**config.mk**
```make
export PLATFORM = sky130hd
export DESIGN_NAME = fpu_mant_divider
export DESIGN_NICKNAME = d
export VERILOG_FILES = /design/src/rtl/fpu_pkg.sv /design/src/rtl/fpu_div_step.sv /design/src/rtl/fpu_mant_divider.sv
export SDC_FILE = /design/constraint.sdc
export NUM_CORES = 1
export LEC_CHECK = 0
export ABC_AREA = 1
export ABC_CLOCK_PERIOD_IN_PS = 3400
export BUFFER_PORTS_ARGS = -buffer_cell sky130_fd_sc_hd__buf_2
export CORE_ASPECT_RATIO = 1.2
export CORE_UTILIZATION = 50
export DETAILED_ROUTE_END_ITERATION = 12
export HOLD_SLACK_MARGIN = 0.08
export PLACE_DENSITY = 0.72
export SYNTH_ARGS = -nofsm -noshare
export SYNTH_HDL_FRONTEND = slang
export SYNTH_SLANG_ARGS = --single-unit
```
**constraint.sdc**
```tcl
create_clock -name clk -period 3.4 [get_ports clk]
set_clock_uncertainty 0.2 [all_clocks]
set_input_delay 0.85 -clock clk [delete_from_list [all_inputs] [get_ports clk]]
set_output_delay 0.85 -clock clk [all_outputs]
set_load 0.05 [all_outputs]
```
**src/rtl/fpu_pkg.sv**
```systemverilog
// Shared FPU constants and types: FP16 field widths, significand/quotient sizes,
// and the iterative divider state encoding.
package fpu_pkg;

    localparam int MANT_W = 11;
    localparam int QW     = MANT_W + 2;
    localparam int CNT_W  = $clog2(QW);
    localparam int EXP_W  = 5;
    localparam int FRAC_W = 10;

    typedef enum logic [0:0] {
        IDLE = 1'b0,
        RUN  = 1'b1
    } div_state_e;

    // A significand is normalized when its hidden bit is set.
    function automatic logic is_normalized(input logic [MANT_W-1:0] mant);
        return mant[MANT_W-1];
    endfunction

endpackage

```
**src/rtl/fpu_div_step.sv**
```systemverilog
// One restoring-division iteration: trial subtract, keep or restore the
// remainder, then pre-shift it for the next quotient bit.
module fpu_div_step
    import fpu_pkg::*;
(
    input  logic [MANT_W:0]   rem,
    input  logic [MANT_W-1:0] divisor,
    output logic [MANT_W:0]   next_rem,
    output logic              qbit
);

    logic [MANT_W+1:0] trial_s;
    logic [MANT_W:0]   kept_s;

    // Trial subtraction with one guard bit so the sign is unambiguous.
    always_comb begin
        trial_s = {1'b0, rem} - {2'b00, divisor};
        qbit    = ~trial_s[MANT_W+1];
        if (qbit) begin
            kept_s = trial_s[MANT_W:0];
        end else begin
            kept_s = rem;
        end
        // kept_s < divisor < 2^MANT_W, so the top bit is always zero before the shift.
        next_rem = {kept_s[MANT_W-1:0], 1'b0};
    end

endmodule

```
**src/rtl/fpu_mant_divider.sv**
```systemverilog
// Iterative restoring divider for FP16 significands: one quotient bit per clock,
// start/busy/done handshake, sticky for inexact results, div-by-zero and
// non-normalized operand flags.
module fpu_mant_divider
    import fpu_pkg::*;
(
    input  logic              clk,
    input  logic              rst_n,
    input  logic              start,
    input  logic [MANT_W-1:0] op_a_mant,
    input  logic [MANT_W-1:0] op_b_mant,
    output logic              busy,
    output logic              done,
    output logic [QW-1:0]     quot,
    output logic              sticky,
    output logic              div_zero,
    output logic              norm_err
);

    div_state_e        state_r;
    logic [MANT_W:0]   rem_r;
    logic [MANT_W-1:0] divisor_r;
    logic [CNT_W-1:0]  count_r;

    logic [MANT_W:0]   next_rem_s;
    logic              qbit_s;
    logic              accept_s;
    logic              b_zero_s;
    logic              inputs_norm_s;

    fpu_div_step u_step (
        .rem      (rem_r),
        .divisor  (divisor_r),
        .next_rem (next_rem_s),
        .qbit     (qbit_s)
    );

    // Decode the start request and classify the operands.
    always_comb begin
        accept_s      = start & ~busy;
        b_zero_s      = (op_b_mant == {MANT_W{1'b0}});
        inputs_norm_s = is_normalized(op_a_mant) & is_normalized(op_b_mant);
    end

    // Divider FSM with registered handshake and result outputs.
    always_ff @(posedge clk or negedge rst_n) begin
        if (!rst_n) begin
            state_r   <= IDLE;
            busy      <= 1'b0;
            done      <= 1'b0;
            quot      <= {QW{1'b0}};
            sticky    <= 1'b0;
            div_zero  <= 1'b0;
            norm_err  <= 1'b0;
            rem_r     <= {(MANT_W+1){1'b0}};
            divisor_r <= {MANT_W{1'b0}};
            count_r   <= {CNT_W{1'b0}};
        end else begin
            done <= 1'b0;
            case (state_r)
                IDLE: begin
                    if (accept_s) begin
                        div_zero  <= 1'b0;
                        norm_err  <= 1'b0;
                        sticky    <= 1'b0;
                        quot      <= {QW{1'b0}};
                        rem_r     <= {1'b0, op_a_mant};
                        divisor_r <= op_b_mant;
                        count_r   <= CNT_W'(QW - 1);
                        // Zero divisor wins over the normalization check.
                        if (b_zero_s) begin
                            div_zero <= 1'b1;
                            quot     <= {QW{1'b1}};
                            done     <= 1'b1;
                        end else if (!inputs_norm_s) begin
                            norm_err <= 1'b1;
                            done     <= 1'b1;
                        end else begin
                            state_r <= RUN;
                            busy    <= 1'b1;
                        end
                    end
                end
                RUN: begin
                    rem_r <= next_rem_s;
                    quot  <= {quot[QW-2:0], qbit_s};
                    if (count_r == {CNT_W{1'b0}}) begin
                        state_r <= IDLE;
                        busy    <= 1'b0;
                        done    <= 1'b1;
                        sticky  <= (next_rem_s != {(MANT_W+1){1'b0}});
                    end else begin
                        count_r <= count_r - CNT_W'(1);
                    end
                end
                default: begin
                    state_r <= IDLE;
                    busy    <= 1'b0;
                end
            endcase
        end
    end

endmodule
```
Yosys cells after proc, flatten, opt, wreduce, memory -nomap -nowiden
Cells that the tools add are included.
{"block": "classes", "div_mod_pow": 0, "shifts": 0, "bitwise": 5, "mux": 29, "add_sub_neg": 2, "n_mul": 0, "eq_ne": 5, "n_lt_le_gt_ge": 0, "reduce_logical": 7}
{"cell": "2-to-1 mux 13 bit", "n": 2}
{"cell": "one-hot mux 13 bit (2 select lines)", "n": 1}
{"cell": "one-hot mux 12 bit (2 select lines)", "n": 1}
{"cell": "2-to-1 mux 1 bit", "n": 16}
{"cell": "subtractor 12 x 11 -> 13 bit", "n": 1}
{"cell": "2-to-1 mux 12 bit", "n": 1}
{"cell": "nonzero test 12 bit", "n": 1}
{"cell": "logical NOT 11 bit", "n": 1}
{"cell": "2-to-1 mux 11 bit", "n": 1}
{"cell": "2-to-1 mux 4 bit", "n": 2}
{"cell": "inequality test 2 bit (second input constant)", "n": 4}
{"cell": "one-hot mux 1 bit (2 select lines)", "n": 4}
{"cell": "one-hot mux 4 bit (2 select lines)", "n": 1}
{"cell": "AND reduction 2 bit", "n": 3}
{"cell": "logical NOT 4 bit", "n": 1}
{"cell": "AND reduction 4 bit", "n": 1}
{"cell": "subtractor 4 x 1 -> 4 bit (second input constant)", "n": 1}
{"cell": "inverter 1 bit", "n": 3}
{"cell": "AND 1 bit", "n": 2}
{"cell": "inequality test 2 x 1 -> 1 bit (second input constant)", "n": 1}
{"block": "word_totals", "input_bits": 25, "latch_bits": 0, "output_inout_bits": 18, "word_cells": 58, "reg_bits": 46, "mem_count": 0, "mem_bits_ro": 0, "ram_bits": 0}

Depth between registers and ports, before layout
{"block": "depth", "word_depth": 5, "depth_mapped": 18}

Cells and area by module
Synthesis repeated with hierarchy kept, for this count alone.
{"block": "hier_totals", "hier_cells": 429, "area_unflattened_um2": 3005.4}
{"module": "fpu_mant_divider", "cells_each": 272, "seq_area_each_um2": 1151.1, "n_inst": 1, "area_per_inst_um2": 2125.8}
{"module": "fpu_div_step", "cells_each": 157, "seq_area_each_um2": 0.0, "n_inst": 1, "area_per_inst_um2": 879.6}

Worst setup path before layout
Ideal clock, no wire load.
{"block": "synth_path", "path_kind": "flip-flop to flip-flop", "startpoint": "register rem_r[0]", "endpoint": "register sticky", "t_arrival_ps": 1985, "path_buffers": 1, "required_ps": 3082, "path_stages_with_launch": 17, "synth_period_minus_slack_ps": 2304, "setup_time_ps": 118, "path_slack_ps": 1096, "cell_sequence": "dfrtp_1 > inv_1 > ha_1 > fa_1 > inv_1 > nand3_1 > nand2_1 > nand3_4 > nand3_4 > buf_6 > nand3_2 > nand2_1 > nand3_1 > nor2_1 > nand2_1 > nand2_1 > nand2_1"}
{"block": "synth_between", "elab_chain_cells": 5}
{"element": "from (decl)", "line": "fpu_mant_divider.sv:21", "text": "logic [MANT_W:0] rem_r;"}
{"element": "from (signal assigned)", "line": "fpu_mant_divider.sv:55", "text": "rem_r <= {(MANT_W+1){1'b0}};"}
{"element": "from (signal assigned)", "line": "fpu_mant_divider.sv:67", "text": "rem_r <= {1'b0, op_a_mant};"}
{"element": "from (signal assigned)", "line": "fpu_mant_divider.sv:85", "text": "rem_r <= next_rem_s;"}
{"element": "subtractor 12 x 11 -> 13 bit", "line": "fpu_div_step.sv:17", "text": "trial_s = {1'b0, rem} - {2'b00, divisor};"}
{"element": "2-to-1 mux 11 bit *", "line": "fpu_div_step.sv:19", "text": "if (qbit) begin"}
{"element": "nonzero test 12 bit *", "line": "fpu_mant_divider.sv:91", "text": "sticky <= (next_rem_s != {(MANT_W+1){1'b0}});"}
{"element": "2-to-1 mux 1 bit *", "line": "fpu_mant_divider.sv:87", "text": "if (count_r == {CNT_W{1'b0}}) begin"}
{"element": "one-hot mux 1 bit (2 select lines) *", "line": "fpu_mant_divider.sv:60", "text": "case (state_r)"}
{"element": "to (signal assigned)", "line": "fpu_mant_divider.sv:91"}
{"element": "to (decl)", "line": "fpu_mant_divider.sv:15", "text": "output logic sticky,"}
Every way passes the cells marked *; elsewhere a longest branch is shown, timed or not. The select of a mux whose other input is x is not followed.
A chain may end at the register's enable or synchronous reset.

Final worst setup path
Same ends and word-level chain as after synthesis.

==> results.sh <==
export IMPL_critPathMaxStageDelay_ns=0.42
export IMPL_synthFlopType="dfrtp_1"
export IMPL_grt_pass1_wl_um=10900
export IMPL_outcome="completed"
export IMPL_grt_pass1_vias=2483
export IMPL_ant_nets=0
export IMPL_crit_buf_inv=3
export IMPL_antenna_cells=0
export IMPL_whs_ns=0.287
export IMPL_dieArea_mm2=0.00587
export IMPL_root_buffer="clkbuf_8"
export IMPL_grt_ovfl_total=0
export IMPL_synth_seq_area_share=0.414
export IMPL_post_cts_resized=0
export IMPL_setup_ws_ns=0.837
export IMPL_post_drt_wl_per_cell_um=13.2
export IMPL_async_flop_share=1.00
export IMPL_critPathKind="flop to flop"
export IMPL_synth_cell_type_count=29
export IMPL_crit_chain="inv_1 > ha_1 > fa_1 > inv_1 > nand3_1 > nand2_1 > nand3_4 > nand3_4 > inv_1 > nand2_1 > nand3_1 > nor2_1 > nand2_1 > nand2_1 > nand2_1"
export IMPL_end_kind="flop"
export IMPL_synth_edf_count=0
export IMPL_gp_congestion=0.808
export IMPL_fp_dieW_um=70.1
export IMPL_relSlewSlack=0.339
export IMPL_fin_util=0.586
export IMPL_slew_violations=0
export IMPL_io_buffers=42
export IMPL_finalCriticalPeriod_ns=2.56
export IMPL_synth_nets=411
export IMPL_worstMarginPinSlew_ns=0.991
export IMPL_start_kind="flop"
export IMPL_clock_latency_ns=0.29
export IMPL_cellPowerDensity_mw_per_mm2=287
export IMPL_finalHoldViolCount=0
export IMPL_rsz0062_at_grt="no"
export IMPL_postSynthAreaPerCell_um2=7.46
export IMPL_drt_iter0_markers=79
export IMPL_numClockSinks=46
export IMPL_postCtsSetupRepairBufs=0
export IMPL_cts_buffers=5
export IMPL_drt_pass1_iter_count=4
export IMPL_irDropWorstVdd_v=0.000309
export IMPL_num_vias=2538
export IMPL_area_growth_pct=12.3
export IMPL_power_leakage_uw=0.00170
export IMPL_pre_cts_ws_ns=0.765
export IMPL_cts_clk_slew_worst_paths_ns=0.08
export IMPL_required_ns=3.39
export IMPL_cts_tree="done"
export IMPL_routed_wl_um=6260
export IMPL_drv_cap=0
export IMPL_rows=29
export IMPL_fmax_ghz=0.390
export IMPL_design_core_area_mm2=0.00533
export IMPL_synth_common_cells="nand2_1, inv_1, dfrtp_1, nand3_1, nor2_1"
export IMPL_cpMostUsedCell="nand2_1"
export IMPL_via_per_inst=5.34
export IMPL_setup_viol=0
export IMPL_synthTopCellsByArea="dfrtp_1, nand2_1, inv_1, ha_1, nand3_1"
export IMPL_crit_family="simple AND/OR/NAND/NOR gates"
export IMPL_min_path_type="flop to flop"
export IMPL_cp_max_fo=12
export IMPL_start_util=0.521
export IMPL_dp_hpwl_um=4840
export IMPL_grt_max_degree=47
export IMPL_fin_crit_sh=0.754
export IMPL_synth_top_area_cell="dfrtp_1"
export IMPL_antenna_found_initial=0
export IMPL_ys_warn_count=0
export IMPL_syn_inst=373
export IMPL_drive_above_1_share=0.165
export IMPL_fin_total_pwr_uw=898
export IMPL_arrival_ns=2.55
export IMPL_netlist_area_mm2=0.00278
export IMPL_drc=0
export IMPL_nNetsFinal=452
export IMPL_synth_most_common_cell="nand2_1"
export IMPL_yosysTopAreaCellShare=0.414
export IMPL_grtUsageTotal=0.233
export IMPL_die_height_um=83.7
export IMPL_synth_seq_cells=46
export IMPL_fin_setup_tns_ns=0
export IMPL_htree_levels=2
export IMPL_num_io_pins=43
export IMPL_cts_hold_buf=0
export IMPL_crit_path_top_delay_cell="fa_1"
export IMPL_cts_buffer_depth=2
worst reg2reg max path: cells and delay by family (launching register included):
| family | cells | cell delay (ns) |
|---|---|---|
| fa+ha+maj | 2 | 0.65 |
| simple gates | 10 | 0.98 |
| flops | 1 | 0.35 |
| buf+inv | 3 | 0.28 |
worst paths after layout:
kind	cells after the start	from	to	slack (ns)
setup / recovery	15	rem_r[0]	sticky	0.84
hold / removal	2	div_zero	div_zero	0.29
setup reg to reg	15	rem_r[0]	sticky	0.84
hold reg to reg	2	div_zero	div_zero	0.29
max in group asynchronous	1	rst_n	quot[5]	1.86
min in group asynchronous	1	rst_n	divisor_r[8]	0.51
layer usage:
layer	up-vias	global-route usage	share of wire
li1	1272	-	-
met2	70	0.408	0.49
met5	-	0	0
met4	0	0.0982	0.030
met1	1177	0.276	0.43
met3	19	0.0471	0.049
cells in the final DEF (no fill, tap or decap), drive strengths merged:
master and instances:
xor2 2, a31oi 1, o22ai 1, o211ai 8, inv 62, xnor2 1, nor4 2, nor2 23
nand4 10, a21oi 7, clkinv 1, ha 12, buf 44, dfrtp 46, clkbuf 6, o221ai 10
or2 2, nand2 131, fa 1, o21ai 16, nand3 27
logic make-up (layout without fill, tap and decap cells):
family,after synthesis,in the layout,synth area share
flops,46,46,0.414
buf+inv,73,113,0.101
xor+xnor,3,3,0.00945
simple gates,195,195,0.311
compound gates,43,43,0.103
fa+ha+maj,13,13,0.0612
layout make-up:
type / instances / area [um2]
tap: 62 / 77.6
clock buffer: 6 / 82.6
multi-input combinational: 254 / 1350
sequential: 46 / 1150
inverter: 63 / 236
timing repair buffer: 44 / 225
fill: 490 / 2210
sequential cells by signal, summed over array words and instances, names as in the netlist:
signal     cells
divisor_r     11
done           1
state_r        1
quot          13
sticky         1
div_zero       1
norm_err       1
rem_r         12
busy           1
count_r        4
report_power, final:
part | leakage, uW | internal [uW] | total, uW | switching (uW)
logic | 0.00123 | 10.4 | 27.9 | 17.5
clock network | 0.0000431 | 157 | 324 | 167
registers | 0.000434 | 546 | 546 | 0
metrics by stage:
stage / std cells / instance area [um2]
after global placement: 469 / 3040
after detailed placement: 469 / 3040
final: 475 / 3120
after global routing: 475 / 3120
after floorplan: 373 / 2780
after CTS: 475 / 3120
Power figures use the tool's default switching activity.
